===== config.mk =====
export PLATFORM = sky130hd
export DESIGN_NAME = apb_requester
export DESIGN_NICKNAME = d
export VERILOG_FILES = /design/src/rtl/apb_pkg.sv /design/src/rtl/apb_watchdog.sv /design/src/rtl/apb_requester.sv
export SDC_FILE = /design/constraint.sdc
export NUM_CORES = 1
export LEC_CHECK = 0
export ABC_AREA = 1
export CORE_ASPECT_RATIO = 0.75
export CORE_UTILIZATION = 40
export DETAILED_ROUTE_END_ITERATION = 16
export PLACE_DENSITY = 0.81
export SYNTH_ARGS = -nofsm -noshare
export SYNTH_HDL_FRONTEND = slang
export SYNTH_SLANG_ARGS = --single-unit

===== constraint.sdc =====
create_clock -name clock -period 2 [get_ports clock]
set_input_delay 0.4 -clock clock [delete_from_list [all_inputs] [get_ports clock]]
set_output_delay 0.4 -clock clock [all_outputs]
set_load 0.005 [all_outputs]

===== src/rtl/apb_pkg.sv =====
// Shared types and widths for the APB4 requester and its watchdog.
package apb_pkg;

    localparam int APB_ADDR_W = 32;
    localparam int APB_DATA_W = 32;
    localparam int APB_STRB_W = 4;
    localparam int APB_PROT_W = 3;

    typedef enum logic [1:0] {
        IDLE   = 2'd0,
        SETUP  = 2'd1,
        ACCESS = 2'd2,
        RESP   = 2'd3
    } apb_state_e;

    // Request fields latched at accept and driven unchanged onto the bus.
    typedef struct packed {
        logic [APB_ADDR_W-1:0] addr;
        logic                  write;
        logic [APB_DATA_W-1:0] wdata;
        logic [APB_STRB_W-1:0] strb;
        logic [APB_PROT_W-1:0] prot;
    } apb_req_t;

endpackage


===== src/rtl/apb_watchdog.sv =====
// Saturating ACCESS-phase cycle counter; flags the cycle in which the TIMEOUT-th
// un-ready cycle is being spent. TIMEOUT=0 disables it.
module apb_watchdog
    import apb_pkg::*;
#(
    parameter int TIMEOUT = 1024
) (
    input  logic clock,
    input  logic reset,
    input  logic clear,
    input  logic enable,
    output logic expired
);

    localparam int CNT_W = (TIMEOUT < 1) ? 1 : $clog2(TIMEOUT + 1);
    localparam logic [CNT_W-1:0] LAST  = CNT_W'((TIMEOUT > 0) ? TIMEOUT - 1 : 0);
    localparam logic [CNT_W-1:0] LIMIT = CNT_W'((TIMEOUT > 0) ? TIMEOUT : 0);
    localparam bit ACTIVE = (TIMEOUT > 0);

    logic [CNT_W-1:0] cnt_q, cnt_d;

    always_comb begin
        cnt_d = cnt_q;
        if (clear) begin
            cnt_d = '0;
        end else if (ACTIVE && enable && (cnt_q != LIMIT)) begin
            cnt_d = cnt_q + 1'b1;
        end
    end

    // Expiry is reported combinationally so the FSM leaves ACCESS after exactly TIMEOUT cycles.
    assign expired = ACTIVE && enable && !clear && (cnt_q >= LAST);

    always_ff @(posedge clock) begin
        if (reset) begin
            cnt_q <= '0;
        end else begin
            cnt_q <= cnt_d;
        end
    end

endmodule


===== src/rtl/apb_requester.sv =====
// APB4 requester: one valid/ready request becomes one APB transfer, whose result
// is returned on a valid/ready response channel; a watchdog aborts hung transfers.
module apb_requester
    import apb_pkg::*;
#(
    parameter int TIMEOUT     = 1024,
    parameter int CHECK_ALIGN = 1
) (
    input  logic                  clock,
    input  logic                  reset,
    input  logic                  req_valid,
    output logic                  req_ready,
    input  logic [APB_ADDR_W-1:0] req_addr,
    input  logic                  req_write,
    input  logic [APB_DATA_W-1:0] req_wdata,
    input  logic [APB_STRB_W-1:0] req_wstrb,
    input  logic [APB_PROT_W-1:0] req_prot,
    output logic                  rsp_valid,
    input  logic                  rsp_ready,
    output logic [APB_DATA_W-1:0] rsp_rdata,
    output logic                  rsp_err,
    output logic                  rsp_timeout,
    output logic [APB_ADDR_W-1:0] paddr,
    output logic                  psel,
    output logic                  penable,
    output logic [APB_PROT_W-1:0] pprot,
    output logic                  pwrite,
    output logic [APB_DATA_W-1:0] pwdata,
    output logic [APB_STRB_W-1:0] pstrb,
    input  logic                  pready,
    input  logic [APB_DATA_W-1:0] prdata,
    input  logic                  pslverr
);

    apb_state_e state_q, state_d;
    apb_req_t   req_q, req_d;
    logic       psel_q, psel_d;
    logic       penable_q, penable_d;
    logic       req_ready_q, req_ready_d;
    logic       rsp_valid_q, rsp_valid_d;
    logic [APB_DATA_W-1:0] rsp_rdata_q, rsp_rdata_d;
    logic       rsp_err_q, rsp_err_d;
    logic       rsp_timeout_q, rsp_timeout_d;

    logic wd_clear, wd_enable, wd_expired;
    logic misaligned;

    assign wd_clear   = (state_q != ACCESS);
    assign wd_enable  = (state_q == ACCESS) && !pready;
    assign misaligned = (CHECK_ALIGN != 0) && (req_addr[1:0] != 2'b00);

    apb_watchdog #(
        .TIMEOUT(TIMEOUT)
    ) u_watchdog (
        .clock  (clock),
        .reset  (reset),
        .clear  (wd_clear),
        .enable (wd_enable),
        .expired(wd_expired)
    );

    always_comb begin
        state_d       = state_q;
        req_d         = req_q;
        psel_d        = psel_q;
        penable_d     = penable_q;
        req_ready_d   = req_ready_q;
        rsp_valid_d   = rsp_valid_q;
        rsp_rdata_d   = rsp_rdata_q;
        rsp_err_d     = rsp_err_q;
        rsp_timeout_d = rsp_timeout_q;

        unique case (state_q)
            IDLE: begin
                if (req_valid) begin
                    req_d.addr  = req_addr;
                    req_d.write = req_write;
                    req_d.wdata = req_wdata;
                    req_d.strb  = req_write ? req_wstrb : '0;
                    req_d.prot  = req_prot;
                    req_ready_d = 1'b0;
                    if (misaligned) begin
                        state_d       = RESP;
                        rsp_valid_d   = 1'b1;
                        rsp_rdata_d   = '0;
                        rsp_err_d     = 1'b1;
                        rsp_timeout_d = 1'b0;
                    end else begin
                        state_d = SETUP;
                        psel_d  = 1'b1;
                    end
                end
            end
            SETUP: begin
                state_d   = ACCESS;
                penable_d = 1'b1;
            end
            ACCESS: begin
                // A completion in the expiry cycle still counts as a normal completion.
                if (pready) begin
                    state_d       = RESP;
                    psel_d        = 1'b0;
                    penable_d     = 1'b0;
                    rsp_valid_d   = 1'b1;
                    rsp_rdata_d   = (req_q.write || pslverr) ? '0 : prdata;
                    rsp_err_d     = pslverr;
                    rsp_timeout_d = 1'b0;
                end else if (wd_expired) begin
                    state_d       = RESP;
                    psel_d        = 1'b0;
                    penable_d     = 1'b0;
                    rsp_valid_d   = 1'b1;
                    rsp_rdata_d   = '0;
                    rsp_err_d     = 1'b1;
                    rsp_timeout_d = 1'b1;
                end
            end
            RESP: begin
                if (rsp_ready) begin
                    state_d     = IDLE;
                    rsp_valid_d = 1'b0;
                    req_ready_d = 1'b1;
                end
            end
            default: begin
                state_d = IDLE;
            end
        endcase
    end

    always_ff @(posedge clock) begin
        if (reset) begin
            state_q       <= IDLE;
            req_q         <= '0;
            psel_q        <= 1'b0;
            penable_q     <= 1'b0;
            req_ready_q   <= 1'b1;
            rsp_valid_q   <= 1'b0;
            rsp_rdata_q   <= '0;
            rsp_err_q     <= 1'b0;
            rsp_timeout_q <= 1'b0;
        end else begin
            state_q       <= state_d;
            req_q         <= req_d;
            psel_q        <= psel_d;
            penable_q     <= penable_d;
            req_ready_q   <= req_ready_d;
            rsp_valid_q   <= rsp_valid_d;
            rsp_rdata_q   <= rsp_rdata_d;
            rsp_err_q     <= rsp_err_d;
            rsp_timeout_q <= rsp_timeout_d;
        end
    end

    assign req_ready   = req_ready_q;
    assign rsp_valid   = rsp_valid_q;
    assign rsp_rdata   = rsp_rdata_q;
    assign rsp_err     = rsp_err_q;
    assign rsp_timeout = rsp_timeout_q;
    assign psel        = psel_q;
    assign penable     = penable_q;
    assign paddr       = req_q.addr;
    assign pwrite      = req_q.write;
    assign pwdata      = req_q.wdata;
    assign pstrb       = req_q.strb;
    assign pprot       = req_q.prot;

endmodule


# [Yosys cells after proc, flatten, opt, wreduce, memory -nomap -nowiden]
# Cells that the tools add are included.
[op_classes] eq_ne=10 order_cmp=1 reduce_logical=21 muxes=34 n_addsub=1
[op_table] op="32-bit 2-to-1 mux" count=5
[op_table] op="32-bit case mux with 2 select lines" count=1
[op_table] op="1-bit 2-to-1 mux" count=15
[op_table] op="11-bit by 1-bit adder with 11-bit output (second input constant)" count=1
[op_table] op="11-bit by 10-bit >= comparator with 1-bit output (second input constant)" count=1
[op_table] op="11-bit != test (second input constant)" count=1
[op_table] op="2-bit 2-to-1 mux" count=5
[op_table] op="2-bit != test (second input constant)" count=5
[op_table] op="1-bit case mux with 2 select lines" count=5
[op_table] op="2-bit case mux with 4 select lines" count=1
[op_table] op="4-bit AND reduction" count=2
[op_table] op="2-bit nonzero test" count=4
[op_table] op="3-bit AND reduction" count=2
[op_table] op="5-bit AND reduction" count=1
[op_table] op="2-bit equality test (second input constant)" count=2
[op_table] op="1-bit logical AND" count=4
[op_table] op="4-bit 2-to-1 mux" count=1
[op_table] op="2-bit AND reduction" count=2
[op_table] op="3-bit by 2-bit != test with 1-bit output (second input constant)" count=1
[op_table] op="1-bit case mux with 3 select lines" count=1
[op_table] op="3-bit nonzero test" count=1
[op_table] op="2-bit by 1-bit equality test with 1-bit output (second input constant)" count=1
[op_table] op="1-bit logical NOT" count=2
[op_table] op="2-bit logical NOT" count=1
[op_table] op="other kinds (2)" count=2
[totals] regBits=123 input_bits=110

# [Depth between registers and ports, before layout]
[depth] word_depth=7 mapped_depth=11

# [By module]
# Synthesis repeated with hierarchy kept, for this count alone.
[hier_totals] cells_unflattened=729 area_unflattened_um2=5235.0
[by_module_without_submodules] module="apb_requester" n_inst=1 seq_area_each_um2=2242.2 cells_each=613 area_per_inst_um2=4473.0
[by_module_without_submodules] module="apb_watchdog" n_inst=1 seq_area_each_um2=220.2 cells_each=116 area_per_inst_um2=762.0

# [Least setup slack after synthesis]
# No wires, ideal clock.
[synth_timing] path_type="reg-to-reg" from="register state_q[0]" to="register rsp_rdata_q[11], in the netlist rsp_rdata[11]" arrival_time_ns=1.574 path_buffers=1 stages_incl_launch_ff=9 t_required_ns=1.929 setup_slack_ns=0.355 synth_period_minus_slack_ns=1.645 setup_time_ns=0.071 path_cell_list="dfxtp_1 -> inv_1 -> ha_1 -> inv_1 -> nor3_1 -> nor2_2 -> clkbuf_1 -> nand4_1 -> a21oi_2"
[synth_via] elab_chain_cells=6 elab_cells_between_ends=13
[synth_rtl] element="start: declaration" line_no="apb_requester.sv:35" text="apb_state_e state_q, state_d;"
[synth_rtl] element="start signal: assignment" line_no="apb_requester.sv:143" text="state_q <= state_d;"
[synth_rtl] element="2-bit equality test / 2-bit != test (equally long branches)" line_no="apb_requester.sv:49, apb_requester.sv:73, apb_requester.sv:48"
[synth_rtl] element="1-bit logical AND / 1-bit logical NOT (equally long branches)" line_no="apb_requester.sv:49, apb_watchdog.sv:32"
[synth_rtl] element="1-bit logical AND (2 in series)" line_no="apb_watchdog.sv:32" text="assign expired = ACTIVE && enable && !clear && (cnt_q >= LAST);"
[synth_rtl] element="3-bit by 2-bit != test with 1-bit output (no line)"
[synth_rtl] element="4-bit AND reduction (no line)"
[synth_rtl] element="end signal: assignment" line_no="apb_requester.sv:149" text="rsp_rdata_q <= rsp_rdata_d;"
[synth_rtl] element="end: declaration" line_no="apb_requester.sv:41" text="logic [APB_DATA_W-1:0] rsp_rdata_q, rsp_rdata_d;"
# Parallel ways exist; a longest one is shown, timed or not.
# A chain may end at the register's enable or synchronous reset.

# [Worst setup path in the final report]
[layout_timing] from="register state_q[0]" to="register rsp_rdata_q[29], in the netlist rsp_rdata[29]"
# Same word-level chain as after synthesis.

==> metrics.cfg <==
[clocking]
path_clk_slew_ns=0.06
numCtsBuffers=17
cts_tree=done
clk_latency_ns=0.41
root_buffer=clkbuf_16
htreeDepth=4
cts_num_sinks=123
clk_path_buf_depth=2

[detailed_routing]
wl_per_cell_um=13.9
wirelength_um=15000
drt_iter0_markers=247
drc=0
num_vias=5194
via_per_inst=4.81
drtAntennaViolNets=0
dr.pass1.iters=5

[sta]
max_freq_ghz=0.538
rsz0062_at_grt=no
tightest_slew_ns=0.375
min_period_over_period_pct=93.0
period_minus_slack_ns=1.86
relSlewSlack_pct=75.0
finalSetupViolCount=0
worst_clock_skew_ns=0.0112
finalHoldViolations=0
fin_tns_setup_ns=0
hold-worst-slack_ns=0.382
slew_violations=0

[power_and_ir_drop]
finalPower_mw=9.86
power_density_nw_per_um2=1210
leakage_nw=3.16
ir_drop_mv=0.869

[worst_setup_path]
r2r_cells=10
reg2reg_from=state_q[0]$_SDFFE_PP0P_
endpoint_kind=flop
critPathArrivalTime_ns=2.19
path_max_fanout=17
worstSetupEndpoint=rsp_rdata[29]$_SDFFE_PP0P_
worstSetupStartpoint=state_q[0]$_SDFFE_PP0P_
path_class=flop to flop
required_ns=2.33
worst_r2r_endpoint=rsp_rdata[29]$_SDFFE_PP0P_
cp-start-kind=flop
reg2reg_slack_ns=0.14

[synthesis]
synth_edf_count=0
synth_cells=686
netlist.area_leader.share_pct=47.7
ys_seq_area_share_pct=47.7
synth_commonest_cells=nor2_1, dfxtp_1, o21ai_0, nand2_1, inv_1
async_flop_share_pct=0
synth_nets=803
syn-cell-area_um2=5160
ys_seq_elements=123
synth_flop_cell=dfxtp_1
synthDistinctLibCells=30
avgSynthCellArea_um2=7.53
yosys_warnings=0
yosys.area.top_type=dfxtp_1
synthTopCellsByArea=dfxtp_1, nor2_1, o21ai_0
post-synth-top-count-cell=nor2_1

[min_path]
hp-start=reset
hold_path_class=primary input to flop
min_path_cells=2

[grt]
grt_max_degree=71
first_global_vias=4908
grt_antenna_before_repair=0
met3_usage_pct=8.28
gr-total-overflow=0
grt_pass1_wl_um=24300
grtUsageMet1_pct=27.6
grt_use_total_pct=23.0
grt_busiest_layer=met2
use_met2_pct=38.3

[layout]
final_area_um2=8160
drive_gt1_share_pct=10.8
syn2layout_area_growth_pct=58.1
fill_cells=1098
diodes=0
final_nets=1017

[die]
die_y_um=100
initial_core_util_pct=41.5
ioPinCount=220
core_area_um2=12400
dieArea_um2=13400
die_w_um=133
rows=35

[placement]
dp_hpwl_um=10500
place_congestion=0.830
io_buffers=219
placed_cell_area_um2=7560

[outcome]
status=complete, no violations

[flow_run]
drv_cap=0

[worst min-delay path by stage]
stage | endpoint | slack [ns]
floorplan | penable$_SDFFE_PP0P_ | 0.46
global placement | psel$_SDFFE_PP0P_ | 0.45
detailed placement | rsp_rdata[13]$_SDFFE_PP0P_ | 0.45
CTS | rsp_rdata[28]$_SDFFE_PP0P_ | 0.37
global route | rsp_rdata[28]$_SDFFE_PP0P_ | 0.39
finish | rsp_rdata[28]$_SDFFE_PP0P_ | 0.38
[what timing repair did]
item / in CTS / in global routing
setup buffers: 0 / 0
gates resized for setup: 0 / 1
setup endpoints to repair: 0 / 8
hold buffers: 0 / 0
[area by class of cell]
| class | count | area, um2 | area share [%] |
|---|---|---|---|
| inverter | 52 | 195 | 2.39 |
| clock inverter | 14 | 173 | 2.11 |
| tap | 166 | 208 | 2.54 |
| timing repair buffer | 242 | 2420 | 29.7 |
| sequential | 123 | 2460 | 30.2 |
| clock buffer | 18 | 429 | 5.26 |
| multi-input combinational | 464 | 2270 | 27.9 |
[metal layers]
| metal | up-vias | routed length, um |
|---|---|---|
| li1 | 2641 | - |
| met1 | 2364 | 6350 |
| met2 | 174 | 7050 |
| met3 | 15 | 1350 |
| met4 | 0 | 244 |
| met5 | - | 0 |
[through the flow]
stage	worst slack [ns]	instances	util, %
after floorplan	0.355	686	-
after global placement	0.108	1047	60.8
after detailed placement	0.0655	1047	60.8
after CTS	0.103	1079	65.6
after global routing	0.0161	1079	65.6
final	0.141	1079	65.6
[cells in the final DEF (no fill, tap or decap), types with 2 or more instances in the layout]
cell type,synthesis,layout
inv_1,51,49
clkinv_4,0,3
inv_2,1,2
clkdlybuf4s50_1,0,218
o21ai_0,73,73
a21oi_1,39,39
xor2_1,5,5
nand4_1,37,37
nor2_2,3,3
nand2_2,19,20
clkinvlp_4,0,5
buf_12,0,5
ha_1,7,6
xnor2_1,2,2
a21oi_2,12,12
dfxtp_1,123,123
nand2_1,58,57
nand3_4,2,2
nand3_1,10,10
clkinv_2,0,2
bufinv_16,0,3
nor2_1,182,182
nor3_1,8,8
clkbuf_16,0,17
buf_4,3,18
[kinds of logic (layout without fill, tap and decap cells)]
kind of cell	Yosys count	in the layout	synth area share (%)
AOI/OAI and AO/OA	124	124	12.9
xor gates and xnor gates	7	7	1.19
adders and majority gates	7	7	1.70
buffers and inverters	99	326	8.34
DFF	123	123	47.7
and+or+nand+nor	326	326	28.2
[state kept, by name (all words and copies together) (netlist names), 2 cells and up]
name and count:
u_watchdog.cnt_q 11, pwdata 32, pstrb 4, paddr 32
state_q 2, rsp_rdata 32, pprot 3
[critical path, stage by stage, from the launching register on]
cell and delay, ns:
dfxtp_1 0.33, inv_1 0.13, ha_2 0.26, inv_2 0.05, or2_4 0.24, nor2_4 0.10, nand3_4 0.12, nand3_4 0.15
buf_12 0.17, nand2_1 0.08, a21oi_1 0.14
[power breakdown]
group / switching [mW] / internal (mW) / total (mW)
clock: 1.16 / 1.96 / 3.12
combinational: 1.89 / 1.70 / 3.59
sequential: 0.238 / 2.91 / 3.15
No activity file was read; power rests on OpenSTA's default activity.
